$ cat config.mk
export PLATFORM = sky130hd
export DESIGN_NAME = mem_port_arbiter_flat
export DESIGN_NICKNAME = d
export VERILOG_FILES = /design/src/rtl/mem_port_arbiter_if.sv /design/src/rtl/mem_port_arbiter.sv /design/src/flat_wrapper.sv
export SDC_FILE = /design/constraint.sdc
export NUM_CORES = 1
export LEC_CHECK = 0
export ABC_AREA = 1
export BUFFER_PORTS_ARGS = -buffer_cell sky130_fd_sc_hd__buf_2
export CORE_AREA = 2 2 85 168
export CTS_CLUSTER_SIZE = 16
export DETAILED_ROUTE_END_ITERATION = 16
export DIE_AREA = 0 0 87 170
export GPL_TIMING_DRIVEN = 0
export PLACE_DENSITY = 0.75
export SLEW_MARGIN = 20
export SYNTH_ARGS = -nofsm -noshare
export SYNTH_HDL_FRONTEND = slang
export SYNTH_SLANG_ARGS = --single-unit
$ cat constraint.sdc
create_clock -name clk -period 2 [get_ports clk]
set_input_delay 0.5 -clock clk [delete_from_list [all_inputs] [get_ports clk]]
set_output_delay 0.5 -clock clk [all_outputs]
set_load 0.02 [all_outputs]
$ cat src/rtl/mem_port_arbiter_if.sv
// Fetch, data and memory-side signals of the unified memory port arbiter.
// The arbiter uses the slave view; whatever drives requests and models the memory uses the master view.
interface mem_port_arbiter_if;
  logic        if_req;
  logic [31:0] if_addr;
  logic        if_rvalid;
  logic [31:0] if_rdata;
  logic        if_stall;

  logic        d_req;
  logic        d_we;
  logic [3:0]  d_be;
  logic [31:0] d_addr;
  logic [31:0] d_wdata;
  logic        d_rvalid;
  logic [31:0] d_rdata;
  logic        d_stall;

  logic        m_req;
  logic        m_we;
  logic [3:0]  m_be;
  logic [31:0] m_addr;
  logic [31:0] m_wdata;
  logic        m_rvalid;
  logic [31:0] m_rdata;

  modport slave (
    input  if_req, if_addr,
    input  d_req, d_we, d_be, d_addr, d_wdata,
    input  m_rvalid, m_rdata,
    output if_rvalid, if_rdata, if_stall,
    output d_rvalid, d_rdata, d_stall,
    output m_req, m_we, m_be, m_addr, m_wdata
  );

  modport master (
    output if_req, if_addr,
    output d_req, d_we, d_be, d_addr, d_wdata,
    output m_rvalid, m_rdata,
    input  if_rvalid, if_rdata, if_stall,
    input  d_rvalid, d_rdata, d_stall,
    input  m_req, m_we, m_be, m_addr, m_wdata
  );
endinterface

$ cat src/rtl/mem_port_arbiter.sv
// Shares one single-ported memory between RV32i fetch and load/store stages.
// Data wins contention until MAX_D_BURST back-to-back data grants have held off a waiting fetch.
module mem_port_arbiter #(
  parameter int MAX_D_BURST = 4
) (
  input  logic              clk,
  input  logic              rst_n,
  mem_port_arbiter_if.slave bus
);

  typedef enum logic [1:0] {
    IDLE,
    GRANT_IF,
    GRANT_D,
    RESP
  } state_t;

  localparam logic [3:0] BURST_LIMIT = 4'(MAX_D_BURST);

  state_t      state_q, state_d;
  logic [3:0]  cnt_q, cnt_d;
  logic        m_req_q, m_req_d;
  logic        m_we_q, m_we_d;
  logic [3:0]  m_be_q, m_be_d;
  logic [31:0] m_addr_q, m_addr_d;
  logic [31:0] m_wdata_q, m_wdata_d;
  logic        if_rvalid_q, if_rvalid_d;
  logic [31:0] if_rdata_q, if_rdata_d;
  logic        d_rvalid_q, d_rvalid_d;
  logic [31:0] d_rdata_q, d_rdata_d;

  logic        d_wins;
  logic [3:0]  cnt_inc;

  // Fetch only overrides data once the data streak has reached the limit while fetch waits.
  always_comb begin
    d_wins  = bus.d_req && !(bus.if_req && (cnt_q == BURST_LIMIT));
    cnt_inc = (cnt_q == 4'hF) ? cnt_q : cnt_q + 4'd1;
  end

  always_comb begin
    state_d     = state_q;
    cnt_d       = cnt_q;
    m_req_d     = m_req_q;
    m_we_d      = m_we_q;
    m_be_d      = m_be_q;
    m_addr_d    = m_addr_q;
    m_wdata_d   = m_wdata_q;
    if_rvalid_d = 1'b0;
    if_rdata_d  = if_rdata_q;
    d_rvalid_d  = 1'b0;
    d_rdata_d   = d_rdata_q;

    case (state_q)
      IDLE: begin
        if (d_wins) begin
          state_d   = GRANT_D;
          m_req_d   = 1'b1;
          m_we_d    = bus.d_we;
          m_be_d    = bus.d_be;
          m_addr_d  = bus.d_addr;
          m_wdata_d = bus.d_wdata;
          cnt_d     = bus.if_req ? cnt_inc : 4'd0;
        end else if (bus.if_req) begin
          state_d   = GRANT_IF;
          m_req_d   = 1'b1;
          m_we_d    = 1'b0;
          m_be_d    = 4'b1111;
          m_addr_d  = bus.if_addr;
          m_wdata_d = 32'd0;
          cnt_d     = 4'd0;
        end else begin
          m_req_d   = 1'b0;
        end
      end

      GRANT_IF: begin
        if (bus.m_rvalid) begin
          state_d     = RESP;
          m_req_d     = 1'b0;
          if_rvalid_d = 1'b1;
          if_rdata_d  = bus.m_rdata;
        end
      end

      GRANT_D: begin
        if (bus.m_rvalid) begin
          state_d    = RESP;
          m_req_d    = 1'b0;
          d_rvalid_d = 1'b1;
          d_rdata_d  = bus.m_rdata;
        end
      end

      // Requests are ignored here so a requester can swap in its next request without a double issue.
      RESP: begin
        state_d = IDLE;
      end

      default: begin
        state_d = IDLE;
        m_req_d = 1'b0;
      end
    endcase
  end

  always_ff @(posedge clk or negedge rst_n) begin
    if (!rst_n) begin
      state_q     <= IDLE;
      cnt_q       <= 4'd0;
      m_req_q     <= 1'b0;
      m_we_q      <= 1'b0;
      m_be_q      <= 4'b0000;
      m_addr_q    <= 32'd0;
      m_wdata_q   <= 32'd0;
      if_rvalid_q <= 1'b0;
      if_rdata_q  <= 32'd0;
      d_rvalid_q  <= 1'b0;
      d_rdata_q   <= 32'd0;
    end else begin
      state_q     <= state_d;
      cnt_q       <= cnt_d;
      m_req_q     <= m_req_d;
      m_we_q      <= m_we_d;
      m_be_q      <= m_be_d;
      m_addr_q    <= m_addr_d;
      m_wdata_q   <= m_wdata_d;
      if_rvalid_q <= if_rvalid_d;
      if_rdata_q  <= if_rdata_d;
      d_rvalid_q  <= d_rvalid_d;
      d_rdata_q   <= d_rdata_d;
    end
  end

  assign bus.m_req     = m_req_q;
  assign bus.m_we      = m_we_q;
  assign bus.m_be      = m_be_q;
  assign bus.m_addr    = m_addr_q;
  assign bus.m_wdata   = m_wdata_q;
  assign bus.if_rvalid = if_rvalid_q;
  assign bus.if_rdata  = if_rdata_q;
  assign bus.d_rvalid  = d_rvalid_q;
  assign bus.d_rdata   = d_rdata_q;

  assign bus.if_stall  = bus.if_req && !if_rvalid_q;
  assign bus.d_stall   = bus.d_req && !d_rvalid_q;

endmodule

$ cat src/flat_wrapper.sv
// flat-port wrapper written by rule: the top's interface ports become plain ports
module mem_port_arbiter_flat 
#(
  parameter int MAX_D_BURST = 4
)
  (clk, rst_n, bus_if_req, bus_if_addr, bus_d_req, bus_d_we, bus_d_be, bus_d_addr, bus_d_wdata, bus_m_rvalid, bus_m_rdata, bus_if_rvalid, bus_if_rdata, bus_if_stall, bus_d_rvalid, bus_d_rdata, bus_d_stall, bus_m_req, bus_m_we, bus_m_be, bus_m_addr, bus_m_wdata);
  mem_port_arbiter_if bus_i ();
  input  logic clk;
  input  logic rst_n;
  input wire logic [$bits(bus_i.if_req)-1:0] bus_if_req;
  input wire logic [$bits(bus_i.if_addr)-1:0] bus_if_addr;
  input wire logic [$bits(bus_i.d_req)-1:0] bus_d_req;
  input wire logic [$bits(bus_i.d_we)-1:0] bus_d_we;
  input wire logic [$bits(bus_i.d_be)-1:0] bus_d_be;
  input wire logic [$bits(bus_i.d_addr)-1:0] bus_d_addr;
  input wire logic [$bits(bus_i.d_wdata)-1:0] bus_d_wdata;
  input wire logic [$bits(bus_i.m_rvalid)-1:0] bus_m_rvalid;
  input wire logic [$bits(bus_i.m_rdata)-1:0] bus_m_rdata;
  output wire logic [$bits(bus_i.if_rvalid)-1:0] bus_if_rvalid;
  output wire logic [$bits(bus_i.if_rdata)-1:0] bus_if_rdata;
  output wire logic [$bits(bus_i.if_stall)-1:0] bus_if_stall;
  output wire logic [$bits(bus_i.d_rvalid)-1:0] bus_d_rvalid;
  output wire logic [$bits(bus_i.d_rdata)-1:0] bus_d_rdata;
  output wire logic [$bits(bus_i.d_stall)-1:0] bus_d_stall;
  output wire logic [$bits(bus_i.m_req)-1:0] bus_m_req;
  output wire logic [$bits(bus_i.m_we)-1:0] bus_m_we;
  output wire logic [$bits(bus_i.m_be)-1:0] bus_m_be;
  output wire logic [$bits(bus_i.m_addr)-1:0] bus_m_addr;
  output wire logic [$bits(bus_i.m_wdata)-1:0] bus_m_wdata;
  assign bus_i.if_req = bus_if_req;
  assign bus_i.if_addr = bus_if_addr;
  assign bus_i.d_req = bus_d_req;
  assign bus_i.d_we = bus_d_we;
  assign bus_i.d_be = bus_d_be;
  assign bus_i.d_addr = bus_d_addr;
  assign bus_i.d_wdata = bus_d_wdata;
  assign bus_i.m_rvalid = bus_m_rvalid;
  assign bus_i.m_rdata = bus_m_rdata;
  assign bus_if_rvalid = bus_i.if_rvalid;
  assign bus_if_rdata = bus_i.if_rdata;
  assign bus_if_stall = bus_i.if_stall;
  assign bus_d_rvalid = bus_i.d_rvalid;
  assign bus_d_rdata = bus_i.d_rdata;
  assign bus_d_stall = bus_i.d_stall;
  assign bus_m_req = bus_i.m_req;
  assign bus_m_we = bus_i.m_we;
  assign bus_m_be = bus_i.m_be;
  assign bus_m_addr = bus_i.m_addr;
  assign bus_m_wdata = bus_i.m_wdata;
  mem_port_arbiter #(.MAX_D_BURST(MAX_D_BURST)) u_core (.clk(clk), .rst_n(rst_n), .bus(bus_i));
endmodule
==> metrics.yaml, run 1 <==
cts_hold_buf: 0
ant_nets: 0
final_area_um2: 8360
r2r-end: "u_core.bus.m_wdata[19]$_DFFE_PN0P_"
rsz0062_at_grt: "no"
ys_types: 21
dpl.hpwl_um: 13800
required_ns: 2.28
diodes: 0
crit_slowest_cell: "dfrtp_1"
grt_pass1_vias: 5696
numCtsBuffers: 17
cts_tree: "done"
finalPower_mw: 13.6
power_density_nw_per_um2: 1630
fin_nets: 1152
core_um2: 13400
dpl_cell_area_um2: 7770
holdWs_ns: 0.0119
die_width_um: 87
yosysTopAreaCellShare_pct: 57.6
dr.first_iter.drc_count: 197
initial_core_util_pct: 45.9
final_cell_mix: "buf_2, nand2_1, dfrtp_1"
firstDrtPassIters: 6
worst_pin_slew_ns: 0.529
crit_path_cell_trace: "inv_1, ha_1, nand4_2, nand2_2, clkbuf_1, o21ai_1"
r2r-start: "u_core.cnt_q[0]$_DFFE_PN0P_"
post_drt_wl_per_cell_um: 15.4
cp-endpoint: "u_core.bus.m_wdata[19]$_DFFE_PN0P_"
r2r_slack_ns: 0.22
clkTransAtPathRegs_ns: 0.06
htreeDepth: 4
dieArea_um2: 14800
drive_gt1_share_pct: 32.7
maxSlewHeadroom_pct: 64.7
status: "finished clean"
syn_inst: 716
clock-skew-final_ns: 0.0115
dieHeight_um: 170
clock-sinks: 142
insertion_delay_ns: 0.41
topRoutingLayerUsed: "met4"
synth_seq_cells: 142
yosysTopAreaCell: "dfrtp_1"
ys_seq_area_share_pct: 57.6
critPathLaunchType: "flop"
met1_length_um: 6530
hp-class: "input port to asynchronous set/reset pin"
synth_nets: 859
drc_errors: 0
port_buffers: 274
yosys-top-cells-area: "dfrtp_1, nand2_1, o21ai_0"
wirelength_um: 18100
crit_path_max_fanout: 10
postCtsResizedCells: 0
drv_slew: 0
num_rows: 60
met2_length_um: 10100
critPathKind: "flop to flop"
rr_worst_depth: 6
via_per_inst: 4.98
grt_usage_pct: 24.6
area_delta_synth_final_pct: 35.5
syn_area_um2: 6170
startpoint: "u_core.cnt_q[0]$_DFFE_PN0P_"
grt_max_degree: 77
crit_path_end_kind: "flop"
overflow: 0
min_period_ns: 1.78
fmax_mhz: 561
synth_area_per_cell_um2: 8.62
setup_viol_count_final: 0
gp_congestion: 0.928
vdd_ir_drop_max_mv: 1.03
fin_crit_sh_pct: 89.1
vias: 5847
leakage_nw: 4.74
grt_pass1_wl_um: 28200
arrival_ns: 2.06
routed-wl-met3_um: 989
num_io_pins: 276
drv_cap: 0
antenna_found_initial: 0
slowest_delay_ns: 0.42
clockBufferDepth: 2
final_common_cell: "buf_2"
hold_viol: 0
clockRootBuffer: "clkbuf_16"
ys_warn_count: 0
## per-stage QoR
| step | std cells | setup TNS, ns | setup WS (ns) | util, % |
|---|---|---|---|---|
| final | 1175 | 0 | 0.218 | 62.2 |
| after global routing | 1175 | 0 | 0.0175 | 62.2 |
| after CTS | 1175 | 0 | 0.186 | 62.2 |
| after detailed placement | 1146 | 0 | 0.0375 | 57.8 |
| after global placement | 1145 | -228.98 | -1.62 | 57.6 |
| after floorplan | 716 | 0 | 0.251 | - |
## worst max-delay path: cells and delay by family, from the launching register on
| family | cells | cell delay, ns |
|---|---|---|
| adders and majority gates | 1 | 0.19 |
| AOI/OAI and AO/OA | 1 | 0.12 |
| buffers and inverters | 2 | 0.51 |
| and+or+nand+nor | 2 | 0.42 |
| DFF | 1 | 0.42 |
## Yosys cell counts
cell / number
a21oi_1: 4
buf_1: 3
buf_2: 11
buf_4: 7
buf_6: 6
clkbuf_1: 17
dfrtp_1: 142
ha_1: 5
inv_1: 79
inv_2: 2
nand2_1: 244
nand2_2: 1
nand3_1: 36
nand3b_1: 33
nand4_1: 5
nand4_2: 1
nor2_1: 16
nor2_2: 1
o21ai_0: 81
o21ai_1: 21
xor2_1: 1
## flip-flops by register name, indices dropped and copies added (netlist names)
name and flops:
u_core.state_q 2, u_core.bus.d_rvalid 1, u_core.bus.m_addr 32, u_core.bus.d_rdata 32, u_core.bus.if_rvalid 1, u_core.bus.m_we 1
u_core.bus.m_be 4, u_core.bus.if_rdata 32, u_core.bus.m_wdata 32, u_core.cnt_q 4, u_core.bus.m_req 1
## report_power, final
group	internal, mW	switching (mW)
Clock	1.96	1.23
Combinational	1.88	3.79
Sequential	4.13	0.644
## timing repair
item	in CTS	in global routing
setup endpoints to repair	1	0
endpoints found under the hold margin	0	0
setup buffers	0	0
## layer usage
layer | GRT usage (%) | vias to the layer above
li1 | - | 2835
met1 | 26.7 | 2770
met2 | 45.4 | 212
met3 | 5.04 | 30
met4 | 9.85 | 0
met5 | 0 | -
## logic make-up after synthesis
family / after synthesis / synth area share [%]
flip-flops: 142 / 57.6
XOR/XNOR: 1 / 0.142
adder cells (fa/ha/maj): 5 / 1.01
AND/OR/NAND/NOR: 337 / 23.7
AO/OA/AOI/OAI: 106 / 8.60
buffers and inverters: 125 / 8.98
## worst min path at each step
stage	start	to	slack (ns)
detailed placement	u_core.bus.m_addr[10]$_DFFE_PN0P_	u_core.bus.m_addr[10]$_DFFE_PN0P_	0.46
finish	rst_n	u_core.bus.m_wdata[19]$_DFFE_PN0P_	0.01
floorplan	rst_n	u_core.bus.d_rdata[0]$_DFFE_PN0P_	0.20
CTS	rst_n	u_core.bus.m_wdata[19]$_DFFE_PN0P_	0.03
global route	rst_n	u_core.bus.m_wdata[18]$_DFFE_PN0P_	0.06
global placement	u_core.bus.m_addr[15]$_DFFE_PN0P_	u_core.bus.m_addr[15]$_DFFE_PN0P_	0.46
## final cells by class
class | instances | area (um2)
well taps | 155 | 194
clock buffers | 17 | 425
multi-input cells | 449 | 2060
plain buffers | 43 | 246
inverters | 81 | 304
repair buffers | 275 | 1410
fillers | 1201 | 5080
clock inverters | 13 | 166
flip-flops and latches | 142 | 3550
(Power assumes the default switching activity.)
==> run 2, diff against run 1 <==
--- a/config.mk
+++ b/config.mk
@@ -7,12 +7,12 @@
 export LEC_CHECK = 0
 export ABC_AREA = 1
 export BUFFER_PORTS_ARGS = -buffer_cell sky130_fd_sc_hd__buf_2
-export CORE_AREA = 2 2 85 168
+export CORE_AREA = 2 2 97 193
 export CTS_CLUSTER_SIZE = 16
 export DETAILED_ROUTE_END_ITERATION = 16
-export DIE_AREA = 0 0 87 170
+export DIE_AREA = 0 0 99 195
 export GPL_TIMING_DRIVEN = 0
-export PLACE_DENSITY = 0.75
+export PLACE_DENSITY = 0.59
 export SLEW_MARGIN = 20
 export SYNTH_ARGS = -nofsm -noshare
 export SYNTH_HDL_FRONTEND = slang
==> run 2 against run 1 <==
The run now ends with negative hold slack left. Hold slack worse by 0.012 ns. Die area rose by 31%. Setup slack lost 0.036 ns. Global-route usage decreased by 4.5 points. First-iteration DRC count is 23% lower. Final cell count is 5.3% higher. Sequential power hardly changed. Cell area grew 1.7%. Clock skew shrank 0.0047 ns. Critical path type unchanged.
==> metrics.yaml, run 2 (same netlist as run 1, synthesis figures left out) <==
status: "finished, violations left"
violations: "negative hold slack"
critPathLaunchType: "flop"
final_common_cell: "buf_2"
area_delta_synth_final_pct: 37.8
final_cell_mix: "buf_2, nand2_1, dfrtp_1"
dieArea_um2: 19300  # +31%
dpl_cell_area_um2: 7850  # +0.93%
dp_cells: 1204  # +5.1%
leakage_nw: 4.77  # +0.72%
clockRootBuffer: "clkbuf_16"
num_rows: 69  # +15%
arrival_ns: 2.13  # +0.07 ns
drive_gt1_share_pct: 32.8  # +0.034 points
insertion_delay_ns: 0.42  # about the same
post-place-ws_ns: 0.00977  # -0.0277 ns
fin_crit_sh_pct: 90.9  # +1.8 points
clockBufferDepth: 2  # unchanged
fin_util_pct: 48.0  # -14 points
fillerInstances: 1794  # +49%
critPathKind: "flop to flop"
firstDrtPassIters: 4  # -2
setup_slack_ns: 0.182  # -0.0362 ns
min_period_ns: 1.82  # +0.0362 ns
startpoint: "u_core.cnt_q[0]$_DFFE_PN0P_"
core_um2: 17700  # +32%
dr.first_iter.drc_count: 151  # -23%
numCtsBuffers: 17  # unchanged
grt_pass1_wl_um: 30300  # +7.4%
port_buffers: 274  # unchanged
wirelength_um: 19300  # +6.7%
drv_slew: 0  # unchanged
power_density_nw_per_um2: 1640  # +0.73%
post-cts-setup-buffers: 0  # unchanged
gp_congestion: 0.830  # -11%
hold_viol: 1  # +1
hp-class: "input port to asynchronous set/reset pin"
drv_cap: 0  # unchanged
final_area_um2: 8500  # +1.7%
via_per_inst: 4.60  # -7.5%
clock-skew-final_ns: 0.00678  # -0.00474 ns
rsz0062_at_grt: "no"
holdWs_ns: -0.000106  # -0.0120 ns
clkTransAtPathRegs_ns: 0.06  # about the same
tns_ns: 0  # unchanged
r2r-start: "u_core.cnt_q[0]$_DFFE_PN0P_"
die_width_um: 99  # +14%
dieHeight_um: 195  # +15%
worst_pin_slew_ns: 0.560  # +0.0313 ns
initial_core_util_pct: 34.9  # -11 points
crit_path_end_kind: "flop"
setup_viol_count_final: 0  # unchanged
dpl.hpwl_um: 14700  # +6.0%
antenna_found_initial: 4  # +4
maxSlewHeadroom_pct: 62.7  # -2.1 points
finalNonFillerCells: 1237  # +5.3%
vdd_ir_drop_max_mv: 0.718  # -30%
grt_usage_pct: 20.2  # -4.5 points
cts_hold_buf: 0  # unchanged
grt_pass1_vias: 5734  # +0.67%
clock-sinks: 142  # unchanged
fmax_mhz: 550  # -2.0%
num_io_pins: 276  # unchanged
finalPower_mw: 14.0  # +2.4%
drc_errors: 0  # unchanged
overflow: 0  # unchanged
required_ns: 2.31  # +0.03 ns
cts_tree: "done"
vias: 5696  # -2.6%
htreeDepth: 4  # unchanged
crit_path_max_fanout: 10  # unchanged
ant_nets: 0  # unchanged
fin_nets: 1153  # +0.087%
grt_max_degree: 77  # unchanged
post_drt_wl_per_cell_um: 15.6  # +1.3%
-- run 2: area by class of cell --
cell class | instances | area, um2 | area share (%)
Timing Repair Buffer | 275 | 1410 | 16.6
Clock buffer | 23 | 498 | 5.86
Clock inverter | 8 | 153 | 1.80
Inverter | 81 | 304 | 3.58
Tap cell | 213 | 267 | 3.13
Buffer | 44 | 251 | 2.96
Sequential cell | 142 | 3550 | 41.8
Multi-Input combinational cell | 449 | 2060 | 24.3
Antenna cell | 2 | 5.00 | 0.0589
-- run 2: worst paths after layout --
kind,end,slack (ns),depth (start not counted)
max,u_core.bus.m_addr[26]$_DFFE_PN0P_,0.18,9
min,u_core.bus.d_rdata[27]$_DFFE_PN0P_,-0.0001,1
max reg2reg,u_core.bus.m_addr[26]$_DFFE_PN0P_,0.18,9
min reg2reg,u_core.bus.m_addr[29]$_DFFE_PN0P_,0.47,2
max in group asynchronous,u_core.bus.m_addr[18]$_DFFE_PN0P_,1.24,2
min in group clk,u_core.bus.m_wdata[16]$_DFFE_PN0P_,0.32,3
-- run 2: report_power, final --
| group | leakage, nW | internal, mW | total, mW | switching (mW) |
|---|---|---|---|---|
| Sequential | 1.78 | 4.13 | 4.77 | 0.642 |
| Clock | 0.312 | 2.25 | 3.51 | 1.25 |
| Combinational | 2.68 | 1.87 | 5.68 | 3.81 |
| Total | 4.77 | 8.26 | 14.0 | 5.70 |
-- run 2: layer usage --
layer / track usage, % / vias up / part of all wire, %
met5: 0 / - / 0.11
li1: - / 2833 / -
met4: 9.28 / 4 / 3.5
met3: 6.16 / 41 / 5.8
met1: 21.3 / 2645 / 36
met2: 36.0 / 173 / 54
-- run 2: repair_timing --
action	CTS	global route
endpoints found under the setup margin	0	1
hold endpoints to repair	0	0
gates resized for setup	0	2
-- run 2: critical path, stage by stage, from the launching register on --
cell and delay, ns:
dfrtp_1 0.42, inv_1 0.09, ha_1 0.18, nand4_2 0.25, nand2_2 0.20, buf_6 0.19
buf_6 0.16, nand2_1 0.06, nand3_1 0.09, nand2_1 0.06
==> run 3, diff against run 2 <==
--- a/config.mk
+++ b/config.mk
@@ -5,12 +5,11 @@
 export SDC_FILE = /design/constraint.sdc
 export NUM_CORES = 1
 export LEC_CHECK = 0
-export ABC_AREA = 1
 export BUFFER_PORTS_ARGS = -buffer_cell sky130_fd_sc_hd__buf_2
-export CORE_AREA = 2 2 97 193
+export CORE_AREA = 2 2 95 188
 export CTS_CLUSTER_SIZE = 16
 export DETAILED_ROUTE_END_ITERATION = 16
-export DIE_AREA = 0 0 99 195
+export DIE_AREA = 0 0 97 190
 export GPL_TIMING_DRIVEN = 0
 export PLACE_DENSITY = 0.59
 export SLEW_MARGIN = 20
==> run 3 against run 2 <==
The run now ends clean. Largest power group unchanged. Hold slack better by 0.32 ns. Die area fell by 4.5%. Sequential power up 2%. Register-to-register slack improved by 0.06 ns. Flip-flop and latch count unchanged. Setup slack improved by 0.061 ns.
==> metrics.yaml, run 3 <==
die_width_um: 97  # -2.0%
synth_top_family_by_area: "multiplexers"
final_common_cell: "buf_2"
clock-sinks: 142  # unchanged
synth_flop_cell: "dfrtp_1"
r2r_slack_ns: 0.24  # +0.06 ns
critPathLaunchType: "flop"
overflow: 0  # unchanged
grtUsageMet1_pct: 21.7  # +0.36 points
fmax_mhz: 569  # +3.5%
final_area_um2: 8120  # -4.5%
hp-class: "input port to flop"
dpl.hpwl_um: 11800  # -20%
diodes: 0  # -2
synthArstFlopShare_pct: 100  # unchanged
htreeDepth: 4  # unchanged
drc_errors: 0  # unchanged
post-cts-setup-buffers: 0  # unchanged
tns_ns: 0  # unchanged
arrival_ns: 2.08  # -0.05 ns
area_delta_synth_final_pct: 39.5
synthTopCellsByCount: "dfrtp_1, nand2_1, mux2_2"
grt_pass1_wl_um: 25500  # -16%
rsz0062_at_grt: "no"
min_period_ns: 1.76  # -0.0609 ns
ys_types: 26  # +24%
yosys.area_share.simple_pct: 8.79  # -15 points
synthMuxAreaShare_pct: 17.9  # +18 points
dieArea_um2: 18400  # -4.5%
port_buffers: 274  # unchanged
dr.first_iter.drc_count: 163  # +7.9%
maxSlewHeadroom_pct: 64.9  # +2.2 points
synth.most_common_cell: "dfrtp_1"
ys_seq_area_share_pct: 61.0  # +3.4 points
clockBufferDepth: 2  # unchanged
vdd_ir_drop_max_mv: 0.952  # +33%
post_drt_wl_per_cell_um: 15.5  # -0.57%
grt_usage_pct: 17.4  # -2.8 points
final_cell_mix: "buf_2, dfrtp_1, nand2_1"
use_met3_pct: 6.87  # +0.71 points
critPathKind: "flop to flop"
num_io_pins: 276  # unchanged
drive_gt1_share_pct: 48.6  # +16 points
vias: 4793  # -16%
required_ns: 2.32  # about the same
post-place-ws_ns: 0.112  # +0.102 ns
wirelength_um: 15700  # -19%
num_rows: 68  # -1.4%
power_density_nw_per_um2: 1720  # +4.9%
clockRootBuffer: "clkbuf_16"
finalPower_mw: 14.0  # +0.22%
top_usage_layer: "met2"
antenna_found_initial: 0  # -4
synth_nets: 638  # -26%
drv_cap: 0  # unchanged
setup_viol_count_final: 0  # unchanged
synth_area_per_cell_um2: 11.8  # +36%
numCtsBuffers: 17  # unchanged
clock-skew-final_ns: 0.00628  # -0.000501 ns
yosys.area_share.xor_xnor_pct: 0  # -0.14 points
leakage_nw: 4.22  # -12%
syn_area_um2: 5820  # -5.6%
insertion_delay_ns: 0.41  # about the same
dpl_cell_area_um2: 7490  # -4.5%
core_um2: 17100  # -3.4%
cts_tree: "done"
synthAdderAreaFrac_pct: 1.07  # +0.061 points
fin_nets: 933  # -19%
firstDrtPassIters: 4  # unchanged
ys_warn_count: 0  # unchanged
yosys-top-cells-area: "dfrtp_1, mux2_2, nand2_1"
synth_compound_area_share_pct: 7.95  # -0.65 points
ant_nets: 0  # unchanged
initial_core_util_pct: 34.0  # -0.82 points
setup_slack_ns: 0.243  # +0.0609 ns
synth-edff-count: 0  # unchanged
clkTransAtPathRegs_ns: 0.06  # about the same
fin_util_pct: 47.5  # -0.54 points
gp_congestion: 0.841  # +1.3%
crit_path_end_kind: "flop"
via_per_inst: 4.74  # +2.9%
grt_pass1_vias: 4880  # -15%
syn_inst: 495  # -31%
yosysTopAreaCell: "dfrtp_1"
drv_slew: 0  # unchanged
dieHeight_um: 190  # -2.6%
worst_pin_slew_ns: 0.527  # -0.0332 ns
hold_viol: 0  # -1
fin_crit_sh_pct: 87.8  # -3.0 points
use_met2_pct: 27.5  # -8.4 points
yosysTopAreaCellShare_pct: 61.0  # +3.4 points
crit_path_max_fanout: 10  # unchanged
grt_max_degree: 97  # +26%
synth_seq_cells: 142  # unchanged
status: "finished clean"
-- run 3: cell count changes in the layout (fill, tap and decap cells not counted), moves of 5 or more --
cell / before / now
buf_4: 7 / 0
o21ai_0: 81 / 62
nand2_1: 244 / 113
nand3_1: 36 / 2
mux2i_1: 0 / 32
nand3b_1: 33 / 0
inv_1: 79 / 8
mux2_2: 0 / 64
nor2_1: 16 / 4
clkbuf_8: 5 / 0
o21ai_1: 21 / 9
nand4_1: 5 / 0
-- run 3: worst paths after layout --
kind,startpoint,to,depth (start not counted)
max,u_core.state_q[0]$_DFFE_PN0P_,u_core.bus.m_addr[27]$_DFFE_PN0P_,7
min,bus_d_wdata[12],u_core.bus.m_wdata[12]$_DFFE_PN0P_,3
max reg2reg,u_core.state_q[0]$_DFFE_PN0P_,u_core.bus.m_addr[27]$_DFFE_PN0P_,7
min reg2reg,u_core.bus.m_be[3]$_DFFE_PN0P_,u_core.bus.m_be[3]$_DFFE_PN0P_,2
max in group asynchronous,rst_n,u_core.bus.if_rdata[13]$_DFFE_PN0P_,3
min in group asynchronous,rst_n,u_core.bus.m_wdata[6]$_DFFE_PN0P_,2
-- run 3: routing by layer --
metal	vias to the layer above	routed length, um
met2	240	7240
met1	2274	6590
li1	2264	-
met3	15	1620
met4	0	240
met5	-	0
-- run 3: logic make-up after synthesis --
family                     Yosys count
muxes                               96
DFF                                142
and+or+nand+nor                    127
buffers and inverters               38
AOI/OAI and AO/OA                   87
adders and majority gates            5
-- run 3: cell type report --
class	instances	area [um2]
tap	210	263
clock buffer	18	429
timing repair buffer	276	1420
inverter	8	30.0
buffer	30	160
clock inverter	13	190
sequential	142	3550
multi-input combinational	315	2080
fill	1651	8980
-- run 3: power by group --
| part | switching [mW] | internal (mW) |
|---|---|---|
| Clock | 1.22 | 2.09 |
| Combinational | 3.62 | 2.18 |
| Sequential | 0.673 | 4.21 |
| Total | 5.52 | 8.48 |
-- run 3: stage by stage --
| step | cells | hold WS, ns |
|---|---|---|
| after floorplan | 495 | 0.204 |
| after global placement | 979 | 0.447 |
| after detailed placement | 980 | 0.426 |
| after CTS | 1012 | 0.303 |
| after global routing | 1012 | 0.313 |
| final | 1012 | 0.322 |
-- run 3: worst max-delay path: stages, from the launching register on --
cell      delay, ns
dfrtp_1        0.37
inv_1          0.07
ha_1           0.27
o21ai_2        0.13
buf_6          0.19
clkbuf_1       0.43
nand2_1        0.10
o21ai_0        0.10
-- run 3: repair_timing --
action	4_1_cts	5_1_grt
endpoints found under the hold margin	46	0
gates resized for setup	0	0
hold buffers	1	0
